**src/rtl/q_mul_seq.sv**
```systemverilog
// q_mul_seq: sequential signed fixed-point multiplier.
// Shift-add on operand magnitudes, one multiplier bit per cycle, with the
// product rescaled by FRAC and saturated to the signed WIDTH-bit range.

`ifndef FIXED_WIDTH
`define FIXED_WIDTH 16
`endif
`ifndef FRAC_BITS
`define FRAC_BITS 8
`endif

module q_mul_seq #(
    parameter int WIDTH = `FIXED_WIDTH,
    parameter int FRAC  = `FRAC_BITS
) (
    input  logic             clk,
    input  logic             rst_n,
    input  logic             in_valid,
    output logic             in_ready,
    input  logic [WIDTH-1:0] a,
    input  logic [WIDTH-1:0] b,
    output logic             out_valid,
    input  logic             out_ready,
    output logic [WIDTH-1:0] result,
    output logic             sat
);

    localparam int CW = (WIDTH > 1) ? $clog2(WIDTH) : 1;
    localparam logic [CW-1:0] LAST_ITER = CW'(WIDTH - 1);

    // Saturation bounds as magnitudes (2*WIDTH wide) and as output codes.
    localparam logic [2*WIDTH-1:0] MAX_MAG   = {{(WIDTH + 1){1'b0}}, {(WIDTH - 1){1'b1}}};
    localparam logic [2*WIDTH-1:0] MIN_MAG   = {{WIDTH{1'b0}}, 1'b1, {(WIDTH - 1){1'b0}}};
    localparam logic [WIDTH-1:0]   FIXED_MAX = {1'b0, {(WIDTH - 1){1'b1}}};
    localparam logic [WIDTH-1:0]   FIXED_MIN = {1'b1, {(WIDTH - 1){1'b0}}};

    typedef enum logic [1:0] {
        IDLE,
        BUSY,
        DONE
    } state_t;

    state_t             state_q, state_d;
    logic [2*WIDTH-1:0] mcand_q, mcand_d;
    logic [WIDTH-1:0]   mplier_q, mplier_d;
    logic [2*WIDTH-1:0] acc_q, acc_d;
    logic [CW-1:0]      cnt_q, cnt_d;
    logic               sign_q, sign_d;
    logic [WIDTH-1:0]   result_q, result_d;
    logic               sat_q, sat_d;

    logic [WIDTH-1:0]   absA, absB;
    logic [2*WIDTH-1:0] addend, accSum, mag;
    logic [WIDTH-1:0]   finRes;
    logic               finSat;

    assign in_ready  = (state_q == IDLE);
    assign out_valid = (state_q == DONE);
    assign result    = result_q;
    assign sat       = sat_q;

    // Operand magnitudes; the most negative code maps to 2^(WIDTH-1), which fits unsigned.
    always_comb begin
        absA = a[WIDTH-1] ? -a : a;
        absB = b[WIDTH-1] ? -b : b;
    end

    // One shift-add step plus the rescale/saturate applied on the final iteration.
    always_comb begin
        addend = mplier_q[0] ? mcand_q : '0;
        accSum = acc_q + addend;
        mag    = accSum >> FRAC;
        finRes = '0;
        finSat = 1'b0;
        if (!sign_q && (mag > MAX_MAG)) begin
            finRes = FIXED_MAX;
            finSat = 1'b1;
        end else if (sign_q && (mag > MIN_MAG)) begin
            finRes = FIXED_MIN;
            finSat = 1'b1;
        end else begin
            finRes = sign_q ? -mag[WIDTH-1:0] : mag[WIDTH-1:0];
        end
    end

    // Next-state logic: accept in IDLE, iterate WIDTH times in BUSY, hold in DONE.
    always_comb begin
        state_d  = state_q;
        mcand_d  = mcand_q;
        mplier_d = mplier_q;
        acc_d    = acc_q;
        cnt_d    = cnt_q;
        sign_d   = sign_q;
        result_d = result_q;
        sat_d    = sat_q;
        case (state_q)
            IDLE: begin
                if (in_valid) begin
                    mcand_d  = {{WIDTH{1'b0}}, absA};
                    mplier_d = absB;
                    sign_d   = a[WIDTH-1] ^ b[WIDTH-1];
                    acc_d    = '0;
                    cnt_d    = '0;
                    state_d  = BUSY;
                end
            end
            BUSY: begin
                acc_d    = accSum;
                mcand_d  = mcand_q << 1;
                mplier_d = mplier_q >> 1;
                cnt_d    = cnt_q + 1'b1;
                if (cnt_q == LAST_ITER) begin
                    result_d = finRes;
                    sat_d    = finSat;
                    state_d  = DONE;
                end
            end
            DONE: begin
                if (out_ready) begin
                    state_d = IDLE;
                end
            end
            default: begin
                state_d = IDLE;
            end
        endcase
    end

    // State and datapath registers with synchronous active-low reset.
    always_ff @(posedge clk) begin
        if (!rst_n) begin
            state_q  <= IDLE;
            mcand_q  <= '0;
            mplier_q <= '0;
            acc_q    <= '0;
            cnt_q    <= '0;
            sign_q   <= 1'b0;
            result_q <= '0;
            sat_q    <= 1'b0;
        end else begin
            state_q  <= state_d;
            mcand_q  <= mcand_d;
            mplier_q <= mplier_d;
            acc_q    <= acc_d;
            cnt_q    <= cnt_d;
            sign_q   <= sign_d;
            result_q <= result_d;
            sat_q    <= sat_d;
        end
    end

endmodule

```
**config.mk**
```make
export PLATFORM = sky130hd
export DESIGN_NAME = q_mul_seq
export DESIGN_NICKNAME = d
export VERILOG_FILES = /design/src/rtl/q_mul_seq.sv
export SDC_FILE = /design/constraint.sdc
export NUM_CORES = 1
export LEC_CHECK = 0
export BUFFER_PORTS_ARGS = -buffer_cell sky130_fd_sc_hd__buf_2
export CORE_ASPECT_RATIO = 0.7
export CORE_UTILIZATION = 61
export DETAILED_ROUTE_END_ITERATION = 6
export PLACE_DENSITY_LB_ADDON = 0.1
export SLEW_MARGIN = 15
export SYNTH_ARGS = -nofsm -noshare
export SYNTH_HDL_FRONTEND = slang
export SYNTH_SLANG_ARGS = --single-unit
```
**constraint.sdc**
```tcl
create_clock -name clk -period 4.72 [get_ports clk]
set_input_delay 0.472 -clock clk [delete_from_list [all_inputs] [get_ports clk]]
set_output_delay 0.472 -clock clk [all_outputs]
set_load 0.02 [all_outputs]
```
# After elaboration in Yosys (flattened, before gate mapping)
# Cells that the tools add are included.
[word_totals]
ff_bits = 104
in_bits = 36
output_inout_bits = 19
wordCells = 51
[classes]
add_sub_neg = 5
magnitude_cmp = 2
n_eq_ne = 6
muxes = 20
n_bitwise = 1
reduce_logical = 9
[ops]
columns = ["operator", "count"]
rows = [
  ["32-bit one-hot mux with 2 select lines", 2],
  ["16-bit 2-to-1 mux", 6],
  ["32-bit 2-to-1 mux", 3],
  ["16-bit negator", 3],
  ["32-bit adder", 1],
  ["16-bit one-hot mux with 2 select lines", 1],
  ["24-bit by 15-bit greater-than comparator with 1-bit output (second input constant)", 1],
  ["24-bit by 16-bit greater-than comparator with 1-bit output (second input constant)", 1],
  ["4-bit one-hot mux with 2 select lines", 1],
  ["2-bit 2-to-1 mux", 3],
  ["2-bit one-hot mux with 3 select lines", 1],
  ["2-bit AND reduction", 3],
  ["4-bit by 1-bit adder with 4-bit output (second input constant)", 1],
  ["4-bit equality test (second input constant)", 1],
  ["4-bit 2-to-1 mux", 1],
  ["2-bit != test (second input constant)", 2],
  ["3-bit AND reduction", 1],
  ["2-bit by 1-bit equality test with 1-bit output (second input constant)", 1],
  ["2-bit equality test (second input constant)", 1],
  ["1-bit logical AND", 2],
  ["2-bit logical NOT", 1],
  ["1-bit 2-to-1 mux", 2],
  ["2-bit by 1-bit != test with 1-bit output (second input constant)", 1],
  ["2-bit nonzero test", 1],
  ["other kinds (2)", 2],
]

# Longest topological paths before layout
[depth]
word_depth = 6
mapped_depth = 17
depth_no_buf = 17

# Worst setup path before layout
# No wires, ideal clock.
[synth_path]
path_kind = "register -> register"
from = "reg mplier_q[0]"
to = "reg result_q[15] (netlist: result[15])"
setup_time_ps = 132
t_arrival_ps = 3579
required_ps = 4588
path_slack_ps = 1008
stages_incl_launch_ff = 18
path_buffers = 0
synth_period_minus_slack_ps = 3712
cell_sequence = "dfxtp_1 and2_1 ha_1 inv_1 fa_1 and2b_1 o2111ai_2 a21boi_0 o211ai_1 inv_1 ha_1 inv_1 a21oi_1 nand3_1 o41a_4 o31ai_4 a21o_1 a21oi_1"
[synth_between]
elab_chain_cells = 6
word_cells_on_any_way = 10
cone_classes = "add/sub (2); order compare (2); mux (4); reduce/logical (2)"
[synth_rtl]
columns = ["element", "line", "text"]
rows = [
  ["start: declaration", "45", "logic [WIDTH-1:0] mplier_q, mplier_d;"],
  ["start signal: assignment", "143", "mplier_q <= mplier_d;"],
  ["32-bit 2-to-1 mux *", "70", "addend = mplier_q[0] ? mcand_q : '0;"],
  ["32-bit adder *", "71", "accSum = acc_q + addend;"],
  ["16-bit negator or 24-bit by 16-bit greater-than comparator with 1-bit output (tied branches)", "82, 78", ""],
  ["16-bit 2-to-1 mux or 1-bit logical AND (tied branches)", "82, 78", ""],
  ["16-bit 2-to-1 mux", "78", "end else if (sign_q && (mag > MIN_MAG)) begin"],
  ["16-bit 2-to-1 mux *", "75", "if (!sign_q && (mag > MAX_MAG)) begin"],
  ["end signal: assignment", "147", "result_q <= result_d;"],
  ["end: declaration", "49", "logic [WIDTH-1:0] result_q, result_d;"],
]
# Mark *: on every way between the ends. The rest lies on a longest branch, timed or not.
# A chain may end at the register's enable or synchronous reset.

# Final worst setup path
[layout_path]
from = "reg mplier_q[0]"
to = "reg result_q[7] (netlist: result[7])"
# The elaborated chain is that of the path after synthesis.

==> summary.txt <==
Clock tree
  • CTS sink cnt: 104
  • Clk buf depth: 2
  • Root buffer cell: clkbuf_16
  • CTS tree: done
  • H-tree levels: 3
  • Hold buffer count at CTS: 0
  • Clock transition at the registers of the reported paths: 0.07 ns
  • CTS Buf Count: 9
  • Clock insertion delay at the later pin of the skew report: 0.36 ns
  • Buffers inserted by post-CTS timing repair: 0

Power
  • Sequential Power Share: 0.468
  • Combinational Power Share: 0.127
  • Ratio of total power to cell area: 249 nW/um2
  • LEAKAGE: 3.21 nW
  • Clock power share: 0.405
  • Design Power: 1.97 mW
  • Internal Power: 1.43 mW
  • Fraction of power spent switching nets: 0.274
  • VDD IR max: 0.198 mV
  • P_sw: 0.540 mW

Route
  • Drt drc: 0
  • Drt pass-1 iters: 6
  • Vias per inst: 6.56
  • ANT nets after route: 0
  • Final wirelength: 20,800 um
  • Iteration-0 DRC count of the detailed router: 697
  • WL/cell: 18.5 um
  • Via count: 7,370

Floorplan
  • Initial Util: 0.645
  • Die height: 93.4 um
  • Core area: 11,300 um2
  • Number of I/O pins: 55
  • Die area: 12,400 um2
  • Horiz. Die Dim: 133 um
  • Standard-cell rows: 32

Logic synthesis
  • Synth top area share: 0.286
  • Leading area contributor after synthesis: dfxtp_1
  • Synthesized area per cell: 7.64 um2
  • Post-Syn Nets: 1,026
  • Synth top cells by count: dfxtp_1 (104), a21oi_1 (97), nand2_1 (95), nor2_1 (86), clkbuf_1 (48)
  • Synth Cell Area: 7280 um2
  • Ys async rst share: 0
  • Post-synth cell types: 82
  • Number of synthesized flops with an enable pin: 0
  • Register bit count reported by yosys: 104
  • Ranking of synthesized cells by area: dfxtp_1 (29%), a21oi_1 (6.7%), ha_1 (6.2%)
  • Cell count after synthesis: 953
  • Register area share after synthesis: 0.286
  • Synth Flop Type: dfxtp_1
  • YS warnings: 0
  • Count leader, synth: dfxtp_1

Min path
  • Hold_sp: out_ready
  • HP Class: input port to register
  • Worst Hold End: state_q[1]$_SDFFE_PN0P_
  • Min-Delay Path Depth: 3

Global route
  • Grt ovf: 0
  • GR Layer Usage met2: 0.548
  • Pin count of the biggest net entering global routing: 74
  • First-pass GRT wire length: 33,400 um
  • Met1 usage: 0.468
  • Met3 usage: 0.0575
  • Gr usage total: 0.338
  • Vias in the first global route: 6,674
  • Gr busiest metal: met2
  • Antenna violations before repair: 0

Worst setup path
  • R2R Setup Slk: 0.17 ns
  • Critical-path maximum fanout: 13
  • Setup crit end kind: register
  • CP Data Required Time: 5.00 ns
  • Worst r2r src: mplier_q[0]$_SDFFE_PN0P_
  • R2R depth: 13
  • Critical path type: register to register
  • FF-to-FF End: result[7]$_SDFFE_PN0P_
  • Startpoint types: register
  • CP arrival: 4.84 ns

Cells and area
  • Layout cell share with drive strength beyond 1: 0.122
  • Final std cells w/o fill: 1,123
  • # diodes: 0
  • Post-route cell area: 7920 um2
  • Synthesis-to-layout area growth: 8.80%
  • NumNets Final: 1,038

Timing
  • Slew HR: 0.466
  • Least-Margin Pin Slew: 0.801 ns
  • Clk_skew: 0.00971 ns
  • Tmin final: 4.55 ns
  • RSZ-0062 raised after global routing: false
  • Final Cycle Share: 0.965
  • Final hold violations: 0
  • Fin. max-slew vios: 0
  • Final setup fails: 0
  • Final worst slack: 0.167 ns
  • FMAX: 0.220 GHz
  • TNS Setup: 0 ns

Placed design
  • Worst slack at placement: 0.207 ns
  • RePlAce Congestion: 1.00
  • Post-placement cell count: 1,107
  • Buffers added on ports: 54
  • Area post-placement: 7590 um2
  • Final HPWL DP: 15,100 um

Status
  • Status: finished, final reports clean

Run
  • Max cap viols: 0
## flip-flops by register name, indices dropped and copies added (netlist names)
register / cells
sign_q: 1
mcand_q: 32
cnt_q: 4
sat: 1
state_q: 2
result: 16
acc_q: 32
mplier_q: 16
## cell type report
type                       count  area, um2
multi-input combinational    766       4900
clock buffer                  11        253
fill                         958       3370
tap                          153        191
clock inverter                 5       62.6
timing repair buffer          67        368
inverter                      17       63.8
sequential                   104       2080
## power by group through the flow
stage	registers (mW)	clock network [mW]	logic, mW
after floorplan	0.934	0	0.173
after global placement	0.942	0	0.235
after detailed placement	0.943	0	0.243
after CTS	0.923	0.804	0.244
after global routing	0.926	0.838	0.271
final	0.924	0.798	0.250
## repair_timing
| action | 4_1_cts | 5_1_grt |
|---|---|---|
| gates resized for setup | 0 | 5 |
| setup endpoints to repair | 0 | 16 |
| hold endpoints to repair | 0 | 0 |
## worst max-delay path, stage by stage, from the launching register on
cell,delay [ns]
dfxtp_1,0.33
buf_4,0.18
and2_1,0.17
ha_1,0.40
a21oi_1,0.23
o21a_1,0.20
o21ai_0,0.20
or3_1,0.39
a222oi_1,0.70
nand3_1,0.37
o41a_4,0.56
nor3_4,0.34
nand4_1,0.19
a31oi_1,0.22
## routing by layer
layer | vias up | part of all wire
met5 | - | 0
met1 | 3489 | 0.46
met3 | 32 | 0.082
li1 | 3506 | -
met4 | 0 | 0.018
met2 | 343 | 0.44
## cell families (layout without fill, tap and decap cells)
group                    Yosys count  count (layout)  synth area share
multiplexers                       5               5           0.00705
XOR/XNOR                          55              55            0.0662
adder cells (fa/ha/maj)           37              37            0.0646
buffers and inverters             83             100            0.0449
AO/OA/AOI/OAI                    305             305             0.285
AND/OR/NAND/NOR                  364             364             0.246
flip-flops                       104             104             0.286
## cells in the final DEF (no fill, tap or decap), types with 14 or more instances in the layout
cell type | netlist | final
xnor2_1 | 41 | 41
a21o_1 | 15 | 15
and2_1 | 38 | 38
o31ai_1 | 15 | 15
nor2_1 | 86 | 85
nand3_1 | 45 | 45
buf_2 | 12 | 54
ha_1 | 36 | 36
inv_1 | 15 | 15
xor2_1 | 14 | 14
nand4_1 | 17 | 17
nor3_1 | 18 | 18
nand2_1 | 95 | 95
dfxtp_1 | 104 | 104
a22oi_1 | 33 | 33
a21oi_1 | 97 | 96
o21ai_0 | 36 | 36
## worst max-delay path by stage
stage / from / to / slack (ns) / depth (start not counted)
floorplan: mplier_q[0]$_SDFFE_PN0P_ / result[15]$_SDFFE_PN0P_ / 1.01 / 17
global placement: mcand_q[0]$_SDFFE_PN0P_ / result[9]$_SDFFE_PN0P_ / 0.29 / 16
detailed placement: mplier_q[0]$_SDFFE_PN0P_ / result[9]$_SDFFE_PN0P_ / 0.21 / 16
CTS: mplier_q[0]$_SDFFE_PN0P_ / result[9]$_SDFFE_PN0P_ / 0.16 / 16
global route: mplier_q[0]$_SDFFE_PN0P_ / result[7]$_SDFFE_PN0P_ / 0.003 / 13
finish: mplier_q[0]$_SDFFE_PN0P_ / result[7]$_SDFFE_PN0P_ / 0.17 / 13
## metrics by stage
step	utilization	hold slack, ns
finish	0.701	0.386
floorplan	-	0.436
detailed placement	0.672	0.453
CTS	0.700	0.384
global placement	0.672	0.447
global route	0.701	0.402
Note: power is estimated with default switching activity, not from simulation.
